--- src/rtl/text_term_ctrl_pkg.sv ---
// Shared constants, FSM state encoding and buffer address helper for the
// terminal write controller.
package term_pkg;

  localparam int unsigned COLS     = 70;
  localparam int unsigned ROWS     = 30;
  localparam int unsigned BUF_ROWS = 32;
  localparam logic [7:0]  BLANK_CH = 8'h20;

  localparam logic [7:0] CH_BS = 8'h08;
  localparam logic [7:0] CH_LF = 8'h0A;
  localparam logic [7:0] CH_CR = 8'h0D;

  typedef enum logic [2:0] {
    ST_IDLE,
    ST_PUT,
    ST_NEWLINE,
    ST_SCROLL_CLR,
    ST_BACKSPACE,
    ST_CLR_ALL
  } state_t;

  function automatic logic [11:0] cell_addr(input logic [4:0] prow, input logic [6:0] col);
    return {prow, col};
  endfunction

endpackage

--- src/rtl/text_term_ctrl_if.sv ---
// Char-buffer port shared between the terminal writer and the display reader.
interface text_term_ctrl_if #(
  parameter int unsigned ADDR_W = 15
);
  logic              wr_slot;
  logic [ADDR_W-1:0] disp_addr;
  logic [ADDR_W-1:0] buf_addr;
  logic [7:0]        buf_din;
  logic              buf_we;

  modport master (input wr_slot, disp_addr, output buf_addr, buf_din, buf_we);
  modport slave  (output wr_slot, disp_addr, input buf_addr, buf_din, buf_we);
endinterface

--- src/rtl/text_term_ctrl_buf_port_mux.sv ---
// Holds one queued buffer write and issues it only during a display blanking slot;
// the display read address owns the port at all other times.
module buf_port_mux #(
  parameter int unsigned ADDR_W = 15
) (
  input  logic              clk,
  input  logic              rst,
  input  logic              req,
  input  logic [ADDR_W-1:0] addr,
  input  logic [7:0]        data,
  output logic              done,
  text_term_ctrl_if.master  bus
);
  logic              wr_pending;
  logic [ADDR_W-1:0] wr_addr;
  logic [7:0]        wr_data;

  always_ff @(posedge clk or posedge rst) begin
    if (rst) begin
      wr_pending <= 1'b0;
      wr_addr    <= '0;
      wr_data    <= '0;
    end else if (req) begin
      wr_pending <= 1'b1;
      wr_addr    <= addr;
      wr_data    <= data;
    end else if (bus.buf_we) begin
      wr_pending <= 1'b0;
    end
  end

  assign bus.buf_we   = wr_pending & bus.wr_slot;
  assign bus.buf_addr = bus.buf_we ? wr_addr : bus.disp_addr;
  assign bus.buf_din  = wr_data;
  assign done         = bus.buf_we;

endmodule

--- src/rtl/text_term_ctrl.sv ---
// Terminal write controller: cursor, per-line ends, scroll offset and the
// sequencing of every char-buffer write for the 70x30 display.
module text_term_ctrl
  import term_pkg::*;
#(
  parameter int unsigned ADDR_W = 15
) (
  input  logic             clk_50m,
  input  logic             rst,
  input  logic             key_valid,
  input  logic [7:0]       key_ascii,
  output logic             key_ready,
  input  logic             clear_req,
  text_term_ctrl_if.master bus,
  output logic [6:0]       cur_col,
  output logic [4:0]       cur_row,
  output logic [4:0]       line_offset,
  output logic             busy
);
  localparam logic [6:0] COL_LAST = 7'(COLS - 1);
  localparam logic [6:0] COL_END  = 7'(COLS);
  localparam logic [4:0] ROW_LAST = 5'(ROWS - 1);
  localparam logic [4:0] BUF_LAST = 5'(BUF_ROWS - 1);

  state_t            state, state_n;
  logic [6:0]        col_n, clr_col, clr_col_n, le_val, prev_end;
  logic [4:0]        row_n, off_n, clr_row, clr_row_n, le_idx, prow_cur, prow_prev;
  logic [7:0]        ch_q, ch_n, wr_data;
  logic [6:0]        line_end [BUF_ROWS];
  logic              le_we, le_clr_all, wr_req, wr_done, wr_wait;
  logic [ADDR_W-1:0] wr_addr;

  assign prow_cur  = cur_row + line_offset;
  assign prow_prev = cur_row - 5'd1 + line_offset;
  assign prev_end  = line_end[prow_prev];
  assign key_ready = (state == ST_IDLE) & ~wr_wait & ~rst;
  assign busy      = (state != ST_IDLE);

  buf_port_mux #(.ADDR_W(ADDR_W)) u_mux (
    .clk  (clk_50m),
    .rst  (rst),
    .req  (wr_req),
    .addr (wr_addr),
    .data (wr_data),
    .done (wr_done),
    .bus  (bus)
  );

  // Outstanding-write flag tracks the mux's pending write through req/done
  always_ff @(posedge clk_50m or posedge rst) begin
    if (rst)          wr_wait <= 1'b0;
    else if (wr_req)  wr_wait <= 1'b1;
    else if (wr_done) wr_wait <= 1'b0;
  end

  always_ff @(posedge clk_50m or posedge rst) begin
    if (rst) state <= ST_IDLE;
    else     state <= state_n;
  end

  always_comb begin
    state_n    = state;
    col_n      = cur_col;
    row_n      = cur_row;
    off_n      = line_offset;
    ch_n       = ch_q;
    clr_row_n  = clr_row;
    clr_col_n  = clr_col;
    wr_req     = 1'b0;
    wr_addr    = ADDR_W'(cell_addr(prow_cur, cur_col));
    wr_data    = ch_q;
    le_we      = 1'b0;
    le_idx     = prow_cur;
    le_val     = '0;
    le_clr_all = 1'b0;
    if (!wr_wait) begin
      case (state)
        ST_IDLE: begin
          if (clear_req) begin
            state_n   = ST_CLR_ALL;
            clr_row_n = '0;
            clr_col_n = '0;
          end else if (key_valid) begin
            ch_n = key_ascii;
            if (key_ascii >= 8'h20 && key_ascii <= 8'h7E)    state_n = ST_PUT;
            else if (key_ascii == CH_CR || key_ascii == CH_LF) state_n = ST_NEWLINE;
            else if (key_ascii == CH_BS)                     state_n = ST_BACKSPACE;
          end
        end
        ST_PUT: begin
          wr_req = 1'b1;
          if (cur_col == COL_LAST) begin
            // Parking the column at COLS makes NEWLINE record the full line end
            col_n   = COL_END;
            le_we   = 1'b1;
            le_val  = COL_END;
            state_n = ST_NEWLINE;
          end else begin
            col_n   = cur_col + 7'd1;
            state_n = ST_IDLE;
          end
        end
        ST_NEWLINE: begin
          le_we  = 1'b1;
          le_val = cur_col;
          col_n  = '0;
          if (cur_row != ROW_LAST) begin
            row_n   = cur_row + 5'd1;
            state_n = ST_IDLE;
          end else begin
            off_n     = line_offset + 5'd1;
            clr_col_n = '0;
            state_n   = ST_SCROLL_CLR;
          end
        end
        ST_SCROLL_CLR: begin
          wr_req  = 1'b1;
          wr_addr = ADDR_W'(cell_addr(prow_cur, clr_col));
          wr_data = BLANK_CH;
          if (clr_col == COL_LAST) begin
            le_we   = 1'b1;
            state_n = ST_IDLE;
          end else begin
            clr_col_n = clr_col + 7'd1;
          end
        end
        ST_BACKSPACE: begin
          state_n = ST_IDLE;
          if (cur_col != '0) begin
            col_n   = cur_col - 7'd1;
            wr_req  = 1'b1;
            wr_addr = ADDR_W'(cell_addr(prow_cur, cur_col - 7'd1));
            wr_data = BLANK_CH;
          end else if (cur_row != '0) begin
            row_n = cur_row - 5'd1;
            col_n = (prev_end > COL_LAST) ? COL_LAST : prev_end;
          end
        end
        ST_CLR_ALL: begin
          wr_req  = 1'b1;
          wr_addr = ADDR_W'(cell_addr(clr_row, clr_col));
          wr_data = BLANK_CH;
          if (clr_col == COL_LAST) begin
            clr_col_n = '0;
            if (clr_row == BUF_LAST) begin
              col_n      = '0;
              row_n      = '0;
              off_n      = '0;
              le_clr_all = 1'b1;
              state_n    = ST_IDLE;
            end else begin
              clr_row_n = clr_row + 5'd1;
            end
          end else begin
            clr_col_n = clr_col + 7'd1;
          end
        end
        default: state_n = ST_IDLE;
      endcase
    end
  end

  always_ff @(posedge clk_50m or posedge rst) begin
    if (rst) begin
      cur_col     <= '0;
      cur_row     <= '0;
      line_offset <= '0;
      ch_q        <= '0;
      clr_row     <= '0;
      clr_col     <= '0;
      for (int unsigned i = 0; i < BUF_ROWS; i++) line_end[5'(i)] <= '0;
    end else begin
      cur_col     <= col_n;
      cur_row     <= row_n;
      line_offset <= off_n;
      ch_q        <= ch_n;
      clr_row     <= clr_row_n;
      clr_col     <= clr_col_n;
      if (le_clr_all) begin
        for (int unsigned i = 0; i < BUF_ROWS; i++) line_end[5'(i)] <= '0;
      end else if (le_we) begin
        line_end[le_idx] <= le_val;
      end
    end
  end

endmodule

--- src/flat_wrapper.sv ---
// flat-port wrapper written by rule: the top's interface ports become plain ports
module text_term_ctrl_flat import term_pkg::*;
#(
  parameter int unsigned ADDR_W = 15
)
  (clk_50m, rst, key_valid, key_ascii, key_ready, clear_req, cur_col, cur_row, line_offset, busy, bus_wr_slot, bus_disp_addr, bus_buf_addr, bus_buf_din, bus_buf_we);
  text_term_ctrl_if #(.ADDR_W(ADDR_W)) bus_i ();
  input  logic clk_50m;
  input  logic rst;
  input  logic key_valid;
  input  logic [7:0] key_ascii;
  output logic key_ready;
  input  logic clear_req;
  output logic [6:0] cur_col;
  output logic [4:0] cur_row;
  output logic [4:0] line_offset;
  output logic busy;
  input wire logic [$bits(bus_i.wr_slot)-1:0] bus_wr_slot;
  input wire logic [$bits(bus_i.disp_addr)-1:0] bus_disp_addr;
  output wire logic [$bits(bus_i.buf_addr)-1:0] bus_buf_addr;
  output wire logic [$bits(bus_i.buf_din)-1:0] bus_buf_din;
  output wire logic [$bits(bus_i.buf_we)-1:0] bus_buf_we;
  assign bus_i.wr_slot = bus_wr_slot;
  assign bus_i.disp_addr = bus_disp_addr;
  assign bus_buf_addr = bus_i.buf_addr;
  assign bus_buf_din = bus_i.buf_din;
  assign bus_buf_we = bus_i.buf_we;
  text_term_ctrl #(.ADDR_W(ADDR_W)) u_core (.clk_50m(clk_50m), .rst(rst), .key_valid(key_valid), .key_ascii(key_ascii), .key_ready(key_ready), .clear_req(clear_req), .bus(bus_i), .cur_col(cur_col), .cur_row(cur_row), .line_offset(line_offset), .busy(busy));
endmodule
--- config.mk ---
export PLATFORM = sky130hd
export DESIGN_NAME = text_term_ctrl_flat
export DESIGN_NICKNAME = d
export VERILOG_FILES = /design/src/rtl/text_term_ctrl_pkg.sv /design/src/rtl/text_term_ctrl_if.sv /design/src/rtl/text_term_ctrl_buf_port_mux.sv /design/src/rtl/text_term_ctrl.sv /design/src/flat_wrapper.sv
export SDC_FILE = /design/constraint.sdc
export NUM_CORES = 1
export LEC_CHECK = 0
export CORE_MARGIN = 3
export CORE_UTILIZATION = 55
export DETAILED_ROUTE_END_ITERATION = 8
export GPL_TIMING_DRIVEN = 0
export PLACE_DENSITY_LB_ADDON = 0.25
export RECOVER_POWER = 25
export SETUP_SLACK_MARGIN = 0.4
export SYNTH_ARGS = -nofsm -noshare
export SYNTH_HDL_FRONTEND = slang
export SYNTH_SLANG_ARGS = --single-unit
--- constraint.sdc ---
create_clock -name clk_50m -period 10.6 [get_ports clk_50m]
set_input_delay 2.12 -clock clk_50m [delete_from_list [all_inputs] [get_ports clk_50m]]
set_output_delay 2.12 -clock clk_50m [all_outputs]
set_load 0.005 [all_outputs]
======== Word-level counts from Yosys, hierarchy flattened ========
Index checks and enable logic that the tools add are counted.
cells by class
  muxes and demuxes ....................... 66
  bitwise operators ....................... 8
  magnitude comparators ................... 6
  reductions and logical operators ........ 23
  add/sub/neg operators ................... 9
  eq/ne operators ......................... 25
operators by type and width
  kind                                                             count
  224-bit two-way mux                                              2
  224-bit bitwise mux                                              1
  7-bit two-way mux                                                16
  7-bit one-hot mux with 4 select lines                            2
  5-bit two-way mux                                                9
  12-bit one-hot mux with 3 select lines                           1
  7-bit binary-select mux with 5-bit select                        1
  7-bit demux with 5-bit select                                    1
  15-bit two-way mux                                               2
  8-bit by 4-bit == test with 1-bit output, second input constant  3
  3-bit two-way mux                                                8
  5-bit one-hot mux with 2 select lines                            2
  5-bit AND reduction                                              4
  8-bit two-way mux                                                2
  8-bit one-hot mux with 2 select lines                            1
  5-bit by 1-bit adder with 5-bit output, second input constant    3
  3-bit one-hot mux with 5 select lines                            1
  5-bit one-hot mux with 3 select lines                            1
  7-bit by 1-bit adder with 7-bit output, second input constant    2
  7-bit == test, second input constant                             2
  7-bit one-hot mux with 2 select lines                            1
  6-bit greater-or-equal comparator, second input constant         2
  5-bit NOT with 6-bit output                                      2
  1-bit two-way mux                                                11
  34 further kinds                                                 57
storage, ports and cells
  register bits ........................... 288
  input bits .............................. 28
  word-level logic and storage cells ...... 179

======== Longest topological paths before layout ========
Gate-level depths: netlist of run 1.
  depth in word-level cells ............... 11
  gate-level depth with buffers ........... 16
  depth with buffers taken out ............ 14

======== By module ========
Synthesis of run 1 repeated with hierarchy kept, for this count alone.
second synthesis, totals
  cell total of the unflattened synthesis .. 1,152
  area, all modules ....................... 14,312.5 um^2
by module, submodules not included
  module          times used  cells each  area each (um^2)
  text_term_ctrl  1           1,080       13,177.6
  buf_port_mux    1           72          1,134.8

======== Worst setup path after synthesis of run 1 ========
Ideal clock, no wire load.
  path type ............................... input to output
  start ................................... input bus_wr_slot
  end ..................................... output bus_buf_addr[10]
  data required time ...................... 8.480 ns
  stages .................................. 3
  data arrival time ....................... 2.977 ns
  path buffers ............................ 1
  setup slack ............................. 5.503 ns
  path through ............................ nand2_1 clkbuf_1 mux2_2
on the way
  longest elaborated chain between the ends .. 2
RTL lines
  element             line                               source
  start: declaration  flat_wrapper.sv:18                 input wire logic [$bits(bus_i.wr_slot)-1:0] bus_wr_slot;
  1-bit bitwise AND   text_term_ctrl_buf_port_mux.sv:32  assign bus.buf_we = wr_pending & bus.wr_slot;
  15-bit two-way mux  text_term_ctrl_buf_port_mux.sv:33  assign bus.buf_addr = bus.buf_we ? wr_addr : bus.disp_addr;
  end: declaration    flat_wrapper.sv:20                 output wire logic [$bits(bus_i.buf_addr)-1:0] bus_buf_addr;
Every way passes these cells.

======== Worst setup path in the final report of run 1 ========
Ends and elaborated chain as after synthesis.

==> impl_metrics.csv, run 1 <==
group,metric,value,unit
synth,synth_flop_cell,"dfrtp_1",
placement,place_area,15200,µm²
pwr,power,4720,µW
synth,synth_area,14000,µm²
timing,drv_slew,109,
setup_path,start_kind,"input port",
worst_hold_path,whs_path_depth,2,
setup_path,crit_path_max_fanout,10,
cells_and_area,fin_area,16300,µm²
global_route,groute.usage.overall,29.8,%
setup_path,cp-end-kind,"output pin",
global_route,antenna_found_initial,0,
clock_tree,htreeDepth,1,
synth,ys_types,67,
setup_path,critPathRequiredTime,8.48,ns
cells_and_area,final_nets,1389,
timing,fin_crit_sh,58.6,%
clock_tree,post_cts_buffers,0,
floorplan,coreArea,24700,µm²
outcome,violations,"max-capacitance violations, max-slew violations",
synth,yosys_register_bits,285,
routing,post-route-drc-count,0,
routing,drtIter0Drc,1123,
clock_tree,holdBufCountCts,0,
floorplan,fp.dieW,166,µm
cells_and_area,diodes,0,
cells_and_area,utilization,65.9,%
routing,wl_per_cell,24.6,µm
routing,wirelength,41400,µm
placement,port_buffers,70,
pwr,p_leak,0.00719,µW
clock_tree,cts_tree,"done",
synth,syn-num-nets,1285,
flow_run,maxCapViolCount,1,
global_route,grt_max_degree,110,
floorplan,boundaryPins,71,
floorplan,placementRows,57,
routing,vias,11400,
synth,async_flop_share,100,%
synth,synth_top_area_share,50.9,%
timing,finalHoldViolations,0,
synth,synth_edf_count,0,
floorplan,fp.dieArea,27400,µm²
clock_tree,clk_pin_slew,0.06,ns
routing,vias_per_cell,6.74,
timing,fmaxAchievable,0.161,GHz
synth,yosys.area.top_type,"dfrtp_1",
synth,synth_warnings,0,
pwr,powerDensity,290,nW/µm²
floorplan,fp.dieH,166,µm
timing,worst_pin_slew,4.74,ns
synth,syn_area_per_cell,11.3,µm²
placement,dp_hpwl,29000,µm
setup_path,critPathKind,"input port to output pin",
setup_path,worstRegToRegCells,14,
timing,finalSetupViolCount,0,
placement,gp_congestion,0.937,
timing,maxSlewHeadroom,-217,%
cells_and_area,area_growth,16.1,%
timing,clock-skew-final,0.00857,ns
setup_path,cp_data_arrival_time,4.09,ns
pwr,vdd_ir_drop_max,276,µV
outcome,status,"finished with violations",
synth,synthTopCellsByArea,"dfrtp_1 51%, a22o_1 11%, mux4_2 9.0%",
global_route,grt_pass1_wl,65500,µm
synth,ys_seq_area_share,50.9,%
worst_hold_path,worst_hold_path_type,"flip-flop to flip-flop",
timing,rsz0062_at_grt,"no",
clock_tree,clkSinkCount,285,
setup_path,path_cells,"clkdlybuf4s50_1 -> nand2_1 -> clkbuf_1 -> mux2_2 -> clkdlybuf4s50_1",
clock_tree,cts_resized,0,
routing,drtPass1Iterations,5,
global_route,grt_pass1_vias,11400,
setup_path,critPathMostFrequentCell,"clkdlybuf4s50_1",
setup_path,crit_slowest_cell,"clkdlybuf4s50_1",
floorplan,initial_core_util,56.8,%
setup_path,crit_path_max_incr_delay,0.45,ns
routing,antenna_left,0,
clock_tree,numCtsBuffers,30,
clock_tree,clock-root-buffer,"clkbuf_16",
synth,synthCells,1236,
clock_tree,cts_buffer_depth,3,
cells_and_area,drive_gt1_share,12.5,%
clock_tree,insertion_delay,0.56,ns
global_route,grt_remaining_overflow,0,
timing,period_needed,6.21,ns
## synthesized netlist by cell type, types with 3 or more instances
master / instances
a221oi_1: 6
nor2b_1: 9
buf_2: 9
a221o_1: 3
inv_1: 18
ha_1: 19
a22oi_1: 4
nand4_1: 6
and2_1: 4
mux2i_1: 13
xor2_1: 10
o21ai_0: 119
o31ai_1: 4
a211oi_1: 6
o22ai_1: 7
dfrtp_1: 285
a22o_1: 174
a21o_1: 6
o211ai_1: 3
nor4_1: 4
mux2_2: 35
clkbuf_1: 52
or2_2: 3
a21oi_1: 65
nand2_1: 133
nand3_1: 20
nand2b_1: 9
xnor2_1: 8
nor3b_1: 3
nor3_1: 11
nor2_1: 78
mux4_2: 56
and3_1: 11
buf_4: 4
## stage by stage
step	TNS, ns	setup slack, ns	hold WS [ns]	std cells
floorplan	0	0.616	0.445	1236
global placement	-760.27	-2.70	0.457	1630
detailed placement	0	4.39	0.467	1632
CTS	0	4.38	0.481	1687
global route	0	4.27	0.495	1687
finish	0	4.39	0.476	1687
## placed cells by master (no fill, tap or decap), drive strengths merged, types with 6 or more instances in the layout
cell type      synthesis  routed
nor3                  11      11
a22o                 174     174
dfrtp                285     285
xnor2                 10      10
and3                  11      11
clkdlybuf4s50          0      68
mux4                  56      56
mux2i                 13      13
inv                   18      17
a21o                   7       7
mux2                  35      35
nand2b                 9       9
nand3                 20      20
a211oi                 6       6
o22ai                  7       7
nor2                  78      78
clkbuf                52     101
nand2                133     133
a221oi                 6       6
a21oi                 65      65
o21ai                120     120
nand4                  6       6
ha                    19      19
buf                   15      17
nor2b                  9       9
xor2                  10      10
## final timing paths
path | endpoint | slack, ns | from
min reg2reg | u_core.line_end[210] | 0.48 | u_core.line_end[210]
max | bus_buf_addr[10] | 4.39 | bus_wr_slot
max in group asynchronous | u_core.line_end[198] | 5.00 | rst
max reg2reg | u_core.cur_col[0] | 5.50 | u_core.cur_row[0]
min in group asynchronous | u_core.ch_q[0] | 3.50 | rst
min | u_core.line_end[210] | 0.48 | u_core.line_end[210]
## sequential cells by signal, indices dropped and copies added (netlist names)
name,count
u_core.u_mux.wr_addr,12
u_core.wr_wait,1
u_core.state,3
u_core.cur_row,5
u_core.line_end,224
u_core.clr_row,5
u_core.u_mux.bus.buf_din,8
u_core.ch_q,8
u_core.clr_col,7
u_core.line_offset,5
u_core.cur_col,7
## area by class of cell
| class | count | area (µm²) |
|---|---|---|
| fill | 1914 | 8410 |
| multi-input combinational | 865 | 6530 |
| tap | 324 | 405 |
| clock buffer | 49 | 983 |
| inverter | 19 | 72.6 |
| buffer | 67 | 285 |
| clock inverter | 6 | 105 |
| timing repair buffer | 72 | 756 |
| sequential | 285 | 7130 |
## metal layers
layer / routed length [µm] / up-vias / global-route usage [%]
met5: 0 / - / 0
met3: 4380 / 113 / 6.55
met1: 16800 / 5731 / 43.4
li1: - / 4873 / -
met2: 18600 / 649 / 45.0
met4: 1610 / 0 / 10.3
## worst max-delay path, delay by kind of cell
kind	cells	cell delay, ns
buf+inv	3	1.31
simple gates	1	0.26
mux	1	0.40
## kinds of logic after synthesis
family	synth area share, %
XOR/XNOR	1.36
AO/OA/AOI/OAI	20.7
multiplexers	12.7
flip-flops	50.9
adder cells (fa/ha/maj)	1.98
buffers and inverters	2.54
AND/OR/NAND/NOR	9.75
## report_power, final
part           internal, µW  switching (µW)
Sequential             1180            83.0
Combinational           822            1510
Clock                   700             434
Note: power is estimated with default switching activity, not from simulation.
==> run 2, diff against run 1 <==
==> constraint.sdc (replaced) <==
create_clock -name clk_50m -period 5.7 [get_ports clk_50m]
set_input_delay 1.14 -clock clk_50m [delete_from_list [all_inputs] [get_ports clk_50m]]
set_output_delay 1.14 -clock clk_50m [all_outputs]
set_load 0.005 [all_outputs]
==> run 2 against run 1 <==
First-iteration DRC count is 14% higher. Clock skew is 0.014 ns higher. Hold slack better by 0.0050 ns. Sequential power is 85% higher. The run still ends with max-capacitance violations, max-slew violations left. Final cell count is 0.36% higher. Non-clock buffer count is 5 higher. Largest power group unchanged.
==> impl_metrics.csv, run 2 (same netlist as run 1, synthesis figures left out) <==
group,metric,value,unit
timing,worst_pin_slew,2.27,ns
pwr,p_sw,3820,µW
setup_path,critPathRequiredTime,6.14,ns
clock_tree,clkSinkCount,285,
setup_path,crit_path_max_fanout,10,
cells_and_area,reg_top3,"u_core.line_end: 224 flops, u_core.u_mux.wr_addr: 12 flops",
pwr,p_leak,0.00722,µW
global_route,groute.usage.overall,29.8,%
pwr,vdd_ir_drop_max,509,µV
floorplan,coreArea,24700,µm²
timing,setup_tns,0,ns
pwr,power_frac_clock,24.5,%
routing,drtPass1Iterations,6,
setup_path,critPathKind,"flip-flop to flip-flop",
timing,period_needed,5.08,ns
timing,fmaxAchievable,0.197,GHz
timing,whs,0.481,ns
cells_and_area,utilization,66.2,%
routing,wl_per_cell,24.6,µm
placement,port_buffers,70,
cells_and_area,largest-register,"u_core.line_end",
cells_and_area,diodes,0,
floorplan,fp.dieH,166,µm
global_route,grt_pass1_wl,65200,µm
flow_run,maxCapViolCount,3,
floorplan,fp.dieArea,27400,µm²
placement,gp_congestion,0.935,
clock_tree,post_cts_buffers,0,
routing,drtIter0Drc,1283,
cells_and_area,final_nets,1394,
floorplan,placementRows,57,
setup_path,crit_path_start,"u_core.cur_row[0]",
clock_tree,numCtsBuffers,30,
timing,clock-skew-final,0.0223,ns
routing,vias_per_cell,6.71,
timing,fin_crit_sh,89.1,%
setup_path,r2r-start,"u_core.cur_row[0]",
cells_and_area,layout_common_cells,"285 x dfrtp_1, 174 x a22o_1, 133 x nand2_1",
clock_tree,clock-root-buffer,"clkbuf_16",
placement,dp_hpwl,29200,µm
clock_tree,htreeDepth,1,
floorplan,initial_core_util,56.8,%
outcome,violations,"max-capacitance violations, max-slew violations",
timing,rsz0062_at_grt,"no",
cells_and_area,area_growth,16.5,%
setup_path,cp_data_arrival_time,5.52,ns
clock_tree,cts_buffer_depth,3,
pwr,powerDensity,544,nW/µm²
cells_and_area,regArea,7130,µm²
clock_tree,cts_resized,0,
cells_and_area,num-fill-cells,1952,
routing,antenna_left,0,
outcome,status,"finished with violations",
global_route,antenna_found_initial,0,
cells_and_area,drive_gt1_share,12.7,%
pwr,swShare,43.0,%
clock_tree,cts_tree,"done",
clock_tree,insertion_delay,0.58,ns
routing,wirelength,41700,µm
timing,finalSetupViolCount,0,
clock_tree,clk_pin_slew,0.06,ns
timing,drv_slew,112,
routing,vias,11400,
timing,finalHoldViolations,0,
setup_path,start_kind,"flip-flop",
global_route,grt_remaining_overflow,0,
floorplan,fp.dieW,166,µm
clock_tree,holdBufCountCts,0,
cells_and_area,largest_register_ffs,224,
pwr,power,8880,µW
pwr,seq_power_share,26.3,%
global_route,grt_max_degree,43,
setup_path,cp-end-kind,"flip-flop",
pwr,power_frac_comb,49.2,%
timing,maxSlewHeadroom,-51.1,%
worst_hold_path,hold_start,"u_core.line_end[210]",
routing,post-route-drc-count,0,
floorplan,boundaryPins,71,
pwr,intPower,5070,µW
cells_and_area,multi_input_area,6530,µm²
global_route,grt_pass1_vias,11000,
cells_and_area,layout_commonest_cell,"dfrtp_1",
worst_hold_path,worst_hold_path_type,"flip-flop to flip-flop",
==> run 2: cell type report <==
class	instances	area share, %
well taps	324	2.48
flip-flops and latches	285	43.7
clock buffers	43	5.45
clock inverters	13	1.40
plain buffers	67	1.75
repair buffers	77	4.85
multi-input cells	865	40.0
inverters	19	0.444
==> run 2: power by group through the flow <==
stage                     sequential, µW  clock, µW  combinational [µW]
after floorplan                     2330          0                2790
after global placement              2370          0                4120
after detailed placement            2370          0                4230
after CTS                           2330       2190                4240
after global routing                2360       2270                4620
final                               2330       2180                4370
==> run 2: worst paths after layout <==
path,endpoint,slack (ns),cells after the start
worst max-delay path,u_core.cur_col[0],0.62,14
worst min-delay path,u_core.line_end[210],0.48,2
worst max register to register,u_core.cur_col[0],0.62,14
worst min register to register,u_core.line_end[210],0.48,2
max in group asynchronous,u_core.line_offset[1],1.72,3
min in group asynchronous,u_core.ch_q[0],1.32,2
==> run 2: per-layer routing <==
layer | part of all wire [%] | track usage (%) | vias up
met1 | 41 | 44.3 | 5706
li1 | - | - | 4884
met3 | 10 | 5.93 | 104
met5 | 0 | 0 | -
met4 | 3.0 | 8.35 | 0
met2 | 46 | 45.4 | 662
==> run 2: worst max-delay path: stages (launching register included) <==
cell and delay, ns:
dfrtp_1 0.51, inv_1 0.17, ha_1 0.35, inv_1 0.08
fa_1 0.50, buf_2 0.34, buf_2 0.42, buf_1 0.79
mux4_2 0.45, mux2i_1 0.32, a221oi_1 0.20, a2111oi_0 0.40
o21ai_0 0.17, o2111ai_1 0.15, nand2_1 0.07
==> run 2: metrics by stage <==
stage,area [µm²],setup WS (ns),cells
5_1_grt,16300,0.470,1693
3_3_place_gp,15100,-1.16,1630
2_1_floorplan,14000,0.783,1236
6_report,16300,0.622,1693
3_5_place_dp,15300,0.820,1637
4_1_cts,16400,0.798,1693
